$ cat src/rtl/amp_boot_i2c.sv
// amp_boot_i2c: on an amp_init rising edge, latch the eight boot bytes and write them
// to the amplifier as one I2C write transaction over open-drain SCL/SDA pads.
module amp_boot_i2c #(
    parameter int         CLK_DIV  = 30,
    parameter logic [6:0] DEV_ADDR = 7'h2C
) (
    input  logic        clk,
    input  logic        resetb,
    input  logic        amp_init,
    input  logic [63:0] bootmem,
    input  logic        sda_in,
    output logic        scl_oe,
    output logic        sda_oe,
    output logic [7:0]  status,
    output logic        busy
);
    localparam logic [9:0] QMAX = 10'(CLK_DIV - 1);

    typedef enum logic [2:0] {S_IDLE, S_START, S_BYTE, S_ACK, S_STOP} state_t;
    state_t r_state, w_next;

    logic [9:0]  r_qcnt;
    logic [1:0]  r_phase;
    logic [2:0]  r_bit;
    logic [3:0]  r_idx;
    logic [7:0]  r_byte;
    logic [63:0] r_buf;
    logic        r_init_prev;
    logic        r_ack_bit;
    logic        r_done;
    logic        r_nack;
    logic [3:0]  r_nidx;
    logic        w_trig;
    logic        w_qwrap;
    logic        w_bit_end;

    assign w_trig    = amp_init && !r_init_prev && (r_state == S_IDLE);
    assign w_qwrap   = (r_qcnt == QMAX);
    assign w_bit_end = w_qwrap && (r_phase == 2'd3);

    always_ff @(posedge clk or negedge resetb) begin
        if (!resetb) r_state <= S_IDLE;
        else         r_state <= w_next;
    end

    always_comb begin
        w_next = r_state;
        case (r_state)
            S_IDLE:  if (w_trig) w_next = S_START;
            S_START: if (w_bit_end) w_next = S_BYTE;
            S_BYTE:  if (w_bit_end && r_bit == 3'd7) w_next = S_ACK;
            S_ACK: begin
                if (w_bit_end) begin
                    if (r_ack_bit || r_idx == 4'd8) w_next = S_STOP;
                    else                            w_next = S_BYTE;
                end
            end
            S_STOP:  if (w_bit_end) w_next = S_IDLE;
            default: w_next = S_IDLE;
        endcase
    end

    always_ff @(posedge clk or negedge resetb) begin
        if (!resetb) begin
            r_init_prev <= 1'b0;
            r_qcnt      <= '0;
            r_phase     <= '0;
            r_bit       <= '0;
            r_idx       <= '0;
            r_byte      <= '0;
            r_buf       <= '0;
            r_ack_bit   <= 1'b0;
            r_done      <= 1'b0;
            r_nack      <= 1'b0;
            r_nidx      <= '0;
        end else begin
            r_init_prev <= amp_init;
            if (w_trig) begin
                r_buf   <= bootmem;
                r_byte  <= {DEV_ADDR, 1'b0};
                r_idx   <= '0;
                r_bit   <= '0;
                r_qcnt  <= '0;
                r_phase <= '0;
                r_done  <= 1'b0;
                r_nack  <= 1'b0;
                r_nidx  <= '0;
            end else if (r_state != S_IDLE) begin
                r_qcnt <= w_qwrap ? '0 : r_qcnt + 10'd1;
                if (w_qwrap) r_phase <= r_phase + 2'd1;
                // Slave ACK is sampled on the last cycle of q2, while SCL is high.
                if (r_state == S_ACK && r_phase == 2'd2 && w_qwrap) r_ack_bit <= sda_in;
                if (r_state == S_BYTE && w_bit_end) begin
                    r_byte <= {r_byte[6:0], 1'b0};
                    r_bit  <= r_bit + 3'd1;
                end
                if (r_state == S_ACK && w_bit_end) begin
                    if (r_ack_bit) begin
                        r_nack <= 1'b1;
                        r_nidx <= r_idx;
                    end else if (r_idx != 4'd8) begin
                        r_byte <= r_buf[7:0];
                        r_buf  <= {8'h00, r_buf[63:8]};
                        r_idx  <= r_idx + 4'd1;
                    end
                end
                if (r_state == S_STOP && w_bit_end) r_done <= !r_nack;
            end
        end
    end

    // Pad drive decodes straight from reset registers so a reset releases both lines at once.
    always_comb begin
        scl_oe = 1'b0;
        sda_oe = 1'b0;
        case (r_state)
            S_START: sda_oe = r_phase[1];
            S_BYTE: begin
                scl_oe = !r_phase[1];
                sda_oe = !r_byte[7];
            end
            S_ACK:   scl_oe = !r_phase[1];
            S_STOP: begin
                scl_oe = !r_phase[1];
                sda_oe = (r_phase != 2'd3);
            end
            default: ;
        endcase
    end

    assign busy   = (r_state != S_IDLE);
    assign status = {1'b0, r_nidx, r_nack, r_done, busy};

endmodule

$ cat config.mk
export PLATFORM = sky130hd
export DESIGN_NAME = amp_boot_i2c
export DESIGN_NICKNAME = d
export VERILOG_FILES = /design/src/rtl/amp_boot_i2c.sv
export SDC_FILE = /design/constraint.sdc
export NUM_CORES = 1
export LEC_CHECK = 0
export ABC_CLOCK_PERIOD_IN_PS = 2500
export BUFFER_PORTS_ARGS = -buffer_cell sky130_fd_sc_hd__buf_2
export CELL_PAD_IN_SITES_DETAIL_PLACEMENT = 1
export CELL_PAD_IN_SITES_GLOBAL_PLACEMENT = 1
export CORE_MARGIN = 8
export CORE_UTILIZATION = 25
export DETAILED_ROUTE_END_ITERATION = 8
export HOLD_SLACK_MARGIN = 0.15
export PLACE_DENSITY = 0.51
export SYNTH_ARGS = -nofsm -noshare
export SYNTH_HDL_FRONTEND = slang
export SYNTH_SLANG_ARGS = --single-unit
$ cat constraint.sdc
create_clock -name clk -period 2.5 [get_ports clk]
set_clock_uncertainty 0.15 [all_clocks]
set_input_delay 0.125 -clock clk [delete_from_list [all_inputs] [get_ports clk]]
set_output_delay 0.125 -clock clk [all_outputs]
set_load 0.005 [all_outputs]
==> flow_summary.ini <==
[logic_synthesis]
synth_edf_count = 0
synth_seq_area_share = 0.499
synth.ff_latch_count = 102
netlist_instances = 554
synth-adder-area-share = 0.0196
synth_simple_gate_area_frac = 0.209
synth.avg_cell_area_sq_um = 9.23
syn_area_sq_mm = 0.00511
yosysWarningCount = 0
syn_nets = 630
synth_top_family_by_area = simple AND/OR/NAND/NOR gates
yosys.area_share.xor_xnor = 0.00514
async_flop_share = 1.00
ys.flop_type = dfrtp_1
synth_compound_area_frac = 0.191
yosysUniqueCellTypes = 49
muxShareOfSynthArea = 0.0237

[floorplanning]
io_pins = 79
core_area_sq_mm = 0.0202
initial_utilization = 0.253
die_w_um = 159
rows = 52
fp.dieH_um = 159
dieArea_sq_mm = 0.0253

[drt]
route.met3.wl_um = 464
drt_iter0_markers = 212
antenna_left = 0
wl_met1_um = 7870
wirelength_um = 16600
highest-signal-layer = met4
wl_met2_um = 8120
viasPerCell = 4.85
drcViolationCount = 0
wl_per_cell_um = 17.4
via_count = 4625
drt-pass1-iter-count = 4

[worst_setup_path]
path_cells = inv_1 -> ha_1 -> and4bb_1 -> and4_1 -> buf_12 -> nand2_4 -> o211ai_1
setup.worst_path.class = register to register
r2r_slack_ns = 0.26
slowest_delay_ns = 0.40
cp-end-kind = register
cp_data_arrival_time_ns = 2.36
crit_required_ns = 2.62
reg2reg_from = r_qcnt[1]
rr_worst_depth = 7
crit_fanout = 32
crit_slowest_cell = dfrtp_1
cp-start-kind = register
r2r_end = r_buf[23]

[power_and_ir_drop]
switching_share = 0.238
power.density_mw_per_mm2 = 484
p_leak_nw = 2.84
p_clk_frac = 0.402
p_int_w = 0.00250
p_switching_w = 0.000781
ir_drop_mv = 0.247
combPwrFrac = 0.076
seq_power_share = 0.521

[timing]
whs_ns = 0.146
worst_slack_ns = 0.256
slew_headroom = 0.415
rsz0062_at_grt = false
max_freq_ghz = 0.446
tns_ns = 0
min_period_ns = 2.24
finalSetupViolCount = 0
tightest_slew_ns = 0.873
fin_crit_sh = 0.897
slew_viol_final = 0
finalHoldViolCount = 0

[run_status]
status = completed

[min_path]
hp-class = input port to asynchronous set/reset pin

[global_route]
grt_max_degree = 71
antenna_found_initial = 0
track_usage = 0.135
grt_pass1_wl_um = 27900
overflow = 0
grt_pass1_vias = 5149

[clock_network]
hold_buffers = 67
cts_sinks = 102
clk_pin_slew_worst_paths_ns = 0.07
cts_max_level = 3
clock_latency_ns = 0.35
cts-root-buf = clkbuf_16
cts_max_path_buffers = 2
post_cts_buffers = 0
tritoncts = built
post_cts_resize_count = 0
numCtsBuffers = 9

[placement]
port_buffers = 77
gp_congestion = 0.743
post-dp-hpwl_um = 11300
dp_slack_ns = 0.267
dp_cells = 873

[cells_and_area]
fillers = 2354
area_delta_synth_final_pct = 32.6
num-nets-final = 757
n_antenna_cell = 0
stdcell_count = 954
utilization = 0.336
drive_gt1_frac = 0.181

[flow_run]
cap_violations = 0
-- cell usage after synthesis (9+ instances only) --
library cell / count / area share
nand2_1: 139 / 0.10
inv_1: 9 / 0.0066
nand3_1: 38 / 0.037
clkbuf_1: 27 / 0.020
o211ai_1: 79 / 0.12
nor2_1: 13 / 0.0095
nand4_1: 14 / 0.017
buf_2: 15 / 0.015
o21ai_0: 24 / 0.024
dfrtp_1: 102 / 0.50
a21oi_1: 11 / 0.011
mux2i_1: 11 / 0.022
-- stage by stage --
| stage | power (W) | cell area (sq um) |
|---|---|---|
| final | 0.00328 | 6780 |
| after global routing | 0.00342 | 6780 |
| after CTS | 0.00333 | 6780 |
| after detailed placement | 0.00191 | 5840 |
| after global placement | 0.00191 | 5840 |
| after floorplan | 0.00179 | 5110 |
-- cell type report --
cell class	instances	area (sq um)	area share
inverters	9	33.8	0.00499
clock inverters	5	37.5	0.00554
clock buffers	9	225	0.0332
flip-flops and latches	102	2550	0.377
multi-input cells	394	2320	0.343
repair buffers	165	1270	0.187
well taps	270	338	0.0499
-- how the worst max path moves through the flow --
stage,start,to,slack [ns],cells past startpoint
detailed placement,r_qcnt[1],r_buf[45],0.27,7
floorplan,r_qcnt[8],r_buf[11],0.56,6
global route,r_qcnt[1],r_buf[17],0.09,7
finish,r_qcnt[1],r_buf[23],0.26,7
CTS,r_qcnt[1],r_buf[0],0.25,7
global placement,r_qcnt[0],r_qcnt[5],0.35,5
-- per-layer routing --
metal | GRT usage | vias up
li1 | - | 2235
met1 | 0.171 | 2324
met2 | 0.228 | 59
met3 | 0.0321 | 7
met4 | 0.0292 | 0
met5 | 0 | -
-- flip-flops by register name, indices dropped and copies added (netlist names) --
name / flops
r_ack_bit: 1
r_bit: 3
r_buf: 64
r_byte: 8
r_done: 1
r_idx: 4
r_init_prev: 1
r_nack: 1
r_nidx: 4
r_phase: 2
r_qcnt: 10
r_state: 3
-- critical path: cells and delay by family (launching register included) --
family	cells	cell delay (ns)
fa+ha+maj	1	0.16
flops	1	0.40
buf+inv	2	0.30
simple gates	3	0.89
compound gates	1	0.25
-- logic make-up after synthesis --
group	count (synthesis)
flip-flops	102
XOR/XNOR	3
adder cells (fa/ha/maj)	8
other	1
buffers and inverters	58
AND/OR/NAND/NOR	229
AO/OA/AOI/OAI	141
multiplexers	12
-- cells in the final DEF (no fill, tap or decap), types with 11 or more instances in the layout --
cell type,count
nand2_1,138
a21oi_1,11
buf_2,76
o211ai_1,79
buf_4,18
o21ai_0,24
dfrtp_1,102
dlygate4sd3_1,67
nand4_1,14
mux2i_1,11
nand3_1,38
nor2_1,12
-- power groups by stage --
stage | Combinational, W | Clock (W) | Sequential (W)
2_1_floorplan | 0.0000593 | 0 | 0.00173
3_3_place_gp | 0.000167 | 0 | 0.00174
3_5_place_dp | 0.000173 | 0 | 0.00174
4_1_cts | 0.000255 | 0.00137 | 0.00171
5_1_grt | 0.000281 | 0.00143 | 0.00171
6_report | 0.000250 | 0.00132 | 0.00171
(Power assumes the default switching activity.)
